--- src/rtl/eight_by_four_divider_pkg.sv ---
`default_nettype none
// ============================================================================
//  Module      : eight_by_four_divider_pkg
//  Description : Shared widths, FSM state encoding and divide-by-zero
//                constants for the 8-by-4 sequential restoring divider.
//  Revision    : 1.0  initial release
// ============================================================================
package eight_by_four_divider_pkg;

    localparam int DIVIDEND_W = 8;
    localparam int DIVISOR_W  = 4;
    // Partial remainder carries one guard bit above the divisor width
    localparam int PREM_W     = DIVISOR_W + 1;
    localparam int CNT_W      = 3;

    // Explicit FSM encoding
    localparam logic [1:0] ST_IDLE_ENC = 2'd0;
    localparam logic [1:0] ST_RUN_ENC  = 2'd1;
    localparam logic [1:0] ST_DONE_ENC = 2'd2;

    typedef enum logic [1:0] {
        ST_IDLE = ST_IDLE_ENC,
        ST_RUN  = ST_RUN_ENC,
        ST_DONE = ST_DONE_ENC
    } state_e;

    // Quotient reported when the divisor is zero
    localparam logic [DIVIDEND_W-1:0] DBZ_QUOT = 8'hFF;

    // Counter value loaded on accept; counts down to zero over 8 iterations
    localparam logic [CNT_W-1:0] CNT_FIRST = 3'd7;
    localparam logic [CNT_W-1:0] CNT_LAST  = 3'd0;

endpackage : eight_by_four_divider_pkg
`default_nettype wire

--- src/rtl/eight_by_four_divider_subtractor.sv ---
`default_nettype none
// ============================================================================
//  Module      : five_bit_trial_subtractor
//  Description : Combinational 5-bit trial subtraction for one restoring
//                division step. borrow_o = 0 means the minuend is at least
//                the subtrahend, so the difference is kept (no restore).
//  Revision    : 1.0  initial release
// ============================================================================
module five_bit_trial_subtractor
    import eight_by_four_divider_pkg::*;
(
    input  logic [PREM_W-1:0] minuend_i,
    input  logic [PREM_W-1:0] subtrahend_i,
    output logic [PREM_W-1:0] diff_o,
    output logic              borrow_o
);

    logic [PREM_W:0] w_full;

    // Widen by one bit so the MSB of the result is the borrow out
    always_comb begin
        w_full   = {1'b0, minuend_i} - {1'b0, subtrahend_i};
        diff_o   = w_full[PREM_W-1:0];
        borrow_o = w_full[PREM_W];
    end

endmodule : five_bit_trial_subtractor
`default_nettype wire

--- src/rtl/eight_by_four_divider.sv ---
`default_nettype none
// ============================================================================
//  Module      : eight_by_four_divider
//  Description : Sequential restoring divider, 8-bit unsigned dividend by
//                4-bit unsigned divisor, one quotient bit per clock behind a
//                start/done handshake. Exact golden model for approximate
//                dividers. Divide by zero answers in one cycle.
//  Revision    : 1.0  initial release
// ============================================================================
module eight_by_four_divider
    import eight_by_four_divider_pkg::*;
(
    input  logic                  clk,
    input  logic                  rst,
    input  logic                  start,
    input  logic [DIVIDEND_W-1:0] in1,
    input  logic [DIVISOR_W-1:0]  in2,
    output logic                  busy,
    output logic                  done,
    output logic [DIVIDEND_W-1:0] quot,
    output logic [DIVISOR_W-1:0]  rem,
    output logic                  div_by_zero
);

    state_e                  state_q, state_d;
    logic [CNT_W-1:0]        cnt_q, cnt_d;
    logic [DIVIDEND_W-1:0]   dvd_q, dvd_d;     // dividend shift register
    logic [PREM_W-1:0]       dvs_q, dvs_d;     // zero-extended divisor
    logic [PREM_W-1:0]       prem_q, prem_d;   // partial remainder
    logic [DIVIDEND_W-1:0]   sq_q, sq_d;       // shadow quotient
    logic [DIVIDEND_W-1:0]   quot_q, quot_d;
    logic [DIVISOR_W-1:0]    rem_q, rem_d;
    logic                    dbz_q, dbz_d;

    logic [PREM_W-1:0]       w_trial;
    logic [PREM_W-1:0]       w_diff;
    logic                    w_borrow;
    logic                    w_unused_prem_msb;

    // Remainder stays below the divisor, so the guard bit is always zero
    // after an iteration and only the low bits feed the next trial.
    assign w_trial           = {prem_q[DIVISOR_W-1:0], dvd_q[DIVIDEND_W-1]};
    assign w_unused_prem_msb = prem_q[PREM_W-1];

    five_bit_trial_subtractor u_trial_sub (
        .minuend_i    (w_trial),
        .subtrahend_i (dvs_q),
        .diff_o       (w_diff),
        .borrow_o     (w_borrow)
    );

    // Next-state, datapath and result logic
    always_comb begin
        state_d = state_q;
        cnt_d   = cnt_q;
        dvd_d   = dvd_q;
        dvs_d   = dvs_q;
        prem_d  = prem_q;
        sq_d    = sq_q;
        quot_d  = quot_q;
        rem_d   = rem_q;
        dbz_d   = dbz_q;

        case (state_q)
            ST_IDLE, ST_DONE: begin
                if (start) begin
                    if (in2 == '0) begin
                        // No iteration: saturated quotient, low dividend bits
                        quot_d  = DBZ_QUOT;
                        rem_d   = in1[DIVISOR_W-1:0];
                        dbz_d   = 1'b1;
                        state_d = ST_DONE;
                    end else begin
                        dvd_d   = in1;
                        dvs_d   = {1'b0, in2};
                        prem_d  = '0;
                        cnt_d   = CNT_FIRST;
                        dbz_d   = 1'b0;
                        state_d = ST_RUN;
                    end
                end else if (state_q == ST_DONE) begin
                    state_d = ST_IDLE;
                end
            end

            ST_RUN: begin
                dvd_d  = {dvd_q[DIVIDEND_W-2:0], 1'b0};
                prem_d = w_borrow ? w_trial : w_diff;
                sq_d   = {sq_q[DIVIDEND_W-2:0], ~w_borrow};
                if (cnt_q == CNT_LAST) begin
                    quot_d  = sq_d;
                    rem_d   = prem_d[DIVISOR_W-1:0];
                    state_d = ST_DONE;
                end else begin
                    cnt_d = cnt_q - 1'b1;
                end
            end

            default: begin
                state_d = ST_IDLE;
            end
        endcase
    end

    // State and datapath registers with synchronous reset
    always_ff @(posedge clk) begin
        if (rst) begin
            state_q <= ST_IDLE;
            cnt_q   <= '0;
            dvd_q   <= '0;
            dvs_q   <= '0;
            prem_q  <= '0;
            sq_q    <= '0;
            quot_q  <= '0;
            rem_q   <= '0;
            dbz_q   <= 1'b0;
        end else begin
            state_q <= state_d;
            cnt_q   <= cnt_d;
            dvd_q   <= dvd_d;
            dvs_q   <= dvs_d;
            prem_q  <= prem_d;
            sq_q    <= sq_d;
            quot_q  <= quot_d;
            rem_q   <= rem_d;
            dbz_q   <= dbz_d;
        end
    end

    // Status flags decode directly from the state register
    assign busy        = (state_q == ST_RUN);
    assign done        = (state_q == ST_DONE);
    assign quot        = quot_q;
    assign rem         = rem_q;
    assign div_by_zero = dbz_q;

endmodule : eight_by_four_divider
`default_nettype wire
--- config.mk ---
export PLATFORM = sky130hd
export DESIGN_NAME = eight_by_four_divider
export DESIGN_NICKNAME = d
export VERILOG_FILES = /design/src/rtl/eight_by_four_divider_pkg.sv /design/src/rtl/eight_by_four_divider_subtractor.sv /design/src/rtl/eight_by_four_divider.sv
export SDC_FILE = /design/constraint.sdc
export NUM_CORES = 1
export LEC_CHECK = 0
export CAP_MARGIN = 20
export CORE_MARGIN = 2
export CORE_UTILIZATION = 55
export CTS_BUF_LIST = sky130_fd_sc_hd__clkbuf_4
export DETAILED_ROUTE_END_ITERATION = 8
export PLACE_DENSITY = 0.81
export SYNTH_ARGS = -nofsm -noshare
export SYNTH_HDL_FRONTEND = slang
export SYNTH_HIERARCHICAL = 1
export SYNTH_SLANG_ARGS = --single-unit
--- constraint.sdc ---
create_clock -name clk -period 2.2 [get_ports clk]
set_input_delay 0.66 -clock clk [delete_from_list [all_inputs] [get_ports clk]]
set_output_delay 0.66 -clock clk [all_outputs]
set_load 0.05 [all_outputs]
==> flow_metrics.env <==
export IMPL_status="completed"
export IMPL_totalWireLength_um=3710
export IMPL_min_period_over_period_pct=93.5
export IMPL_reg2reg_slack_ns=0.32
export IMPL_grt_max_degree=42
export IMPL_r2r_end="rem[2]"
export IMPL_core_um2=3340
export IMPL_route_detailed_drc=0
export IMPL_diodes=0
export IMPL_ys_warnings_count=6
export IMPL_grt_setup_unrepaired="false"
export IMPL_cts_max_level=2
export IMPL_dp_slack_ns=-0.196
export IMPL_crit_end="dvd_q[1]"
export IMPL_layout_min_cycle_time_ns=2.06
export IMPL_wire_per_inst_um=12.2
export IMPL_die_area_um2=3970
export IMPL_min_delay_start="dvs_q[3]"
export IMPL_clockBufferDepth=2
export IMPL_grt_pass1_wl_um=6110
export IMPL_hp_class="reg2reg"
export IMPL_start_util_pct=57.4
export IMPL_worstMarginPinSlew_ns=0.512
export IMPL_io_buffers=29
export IMPL_reg2reg_from="dvs_q[2]"
export IMPL_grt_usage_pct=19.5
export IMPL_syn_to_final_growth_pct=25.3
export IMPL_drtIter0Drc=75
export IMPL_maxClockFrequency_ghz=0.486
export IMPL_setup_viol_count_final=0
export IMPL_dieWidth_um=63.0
export IMPL_syn_nets=247
export IMPL_reg2reg_depth=10
export IMPL_crit_start="in2[0]"
export IMPL_antenna_found_initial=0
export IMPL_io_pins=30
export IMPL_fin_nets=279
export IMPL_relSlewSlack_pct=65.8
export IMPL_avgSynthCellArea_um2=8.55
export IMPL_arrival_ns=2.33
export IMPL_worst_endpoint_required_ns=2.47
export IMPL_path_class="in2reg"
export IMPL_slew_violations=0
export IMPL_finalPower_mw=1.94
export IMPL_place_hpwl_um=2570
export IMPL_drv_cap=0
export IMPL_grtUsageMet1_pct=25.3
export IMPL_busiest_layer="met2"
export IMPL_holdWs_ns=0.467
export IMPL_use_met2_pct=31.0
export IMPL_critPathMaxFanout=9
export IMPL_worstSetupEndpointType="register"
export IMPL_leakage_nw=1.14
export IMPL_drive_above_1_share_pct=13.2
export IMPL_grt_pass1_vias=1400
export IMPL_die_h_um=63.0
export IMPL_vdd_drop_max_uv=476
export IMPL_p_per_area_nw_per_um2=808
export IMPL_netlist_instances=224
export IMPL_routabilityCongestion=0.792
export IMPL_netlist_area_um2=1920
export IMPL_cts_buffers=5
export IMPL_vias=1602
export IMPL_cts_tree="yes"
export IMPL_row_count=21
export IMPL_insertion_delay_ns=0.36
export IMPL_avgViaCountPerCell=5.29
export IMPL_start_kind="primary input"
export IMPL_numClockSinks=41
export IMPL_final_hold_viol_count=0
export IMPL_clock_skew_ns=0.00692
export IMPL_met3_usage_pct=6.13
export IMPL_root_buffer="clkbuf_4"
export IMPL_drtAntennaViolNets=0
export IMPL_cts_setup_buffers=0
export IMPL_firstDrtPassIters=4
export IMPL_fin_tns_setup_ns=0
export IMPL_gr_total_overflow=0
export IMPL_clkTransAtPathRegs_ns=0.12
export IMPL_final_setup_worst_slack_ns=0.142
## report_power, final
group / internal [mW] / switching (mW) / total (mW)
clock: 0.235 / 0.251 / 0.487
combinational: 0.243 / 0.346 / 0.589
sequential: 0.816 / 0.0488 / 0.865
## cells in the final DEF (no fill, tap or decap), types with 2 or more instances in the layout
cell / count
a211oi_1: 7
or2_2: 2
mux2i_1: 5
buf_12: 2
nor2_1: 31
ha_1: 7
nand2b_4: 2
a311oi_2: 4
dlymetal6s2s_1: 13
dfxtp_1: 40
nor2_4: 2
clkdlybuf4s50_1: 14
nand3_1: 4
xor2_1: 2
inv_1: 10
nand2_1: 27
buf_4: 10
nor2b_1: 2
a22oi_1: 2
and2_1: 4
a21oi_1: 22
o21ai_0: 5
nor3_1: 19
nand2b_1: 2
clkbuf_4: 5
## per-layer routing
metal	part of all wire, %	routed length (um)
met1	47	1730
met2	46	1700
met3	6.7	248
met4	0.73	27
met5	0	0
## worst min-delay path by stage
stage	slack, ns	to	cells past startpoint
after floorplan	0.43	dvd_q[0]	2
after global placement	0.44	dvd_q[0]	2
after detailed placement	0.45	dvs_q[3]	2
after CTS	0.47	dvs_q[3]	2
after global routing	0.49	rem[2]	2
final	0.47	dvs_q[3]	2
## critical path: stages
cell and delay [ns]:
clkdlybuf4s50_1 0.42, or4_4 0.59, buf_4 0.17, o22ai_4 0.24, a211oi_1 0.09, nor3_1 0.16
## registers in the layout (all words and copies together), names as in the netlist
name / flops
dvd_q: 8
quot: 8
sq_q: 7
dvs_q: 4
prem_q: 4
rem: 4
cnt_q: 3
state_q: 2
div_by_zero: 1
## layout make-up
class / instances / area (um2)
clock buffer: 5 / 37.5
clock inverter: 3 / 41.3
fill: 268 / 937
inverter: 10 / 37.5
multi-input combinational: 159 / 986
sequential: 41 / 822
tap: 46 / 57.6
timing repair buffer: 39 / 418
## what timing repair did
| item | CTS | global route |
|---|---|---|
| hold buffers | 0 | 0 |
| gates resized for setup | 1 | 13 |
| gates cloned | 0 | 0 |
| setup endpoints to repair | 1 | 13 |
## stage by stage
stage,instances,utilization (%),cell area [um2]
CTS,303,70.9,2370
detailed placement,295,68.5,2290
global route,303,71.9,2400
floorplan,224,-,1920
finish,303,71.9,2400
global placement,295,68.5,2290
No activity file was read; power rests on OpenSTA's default activity.
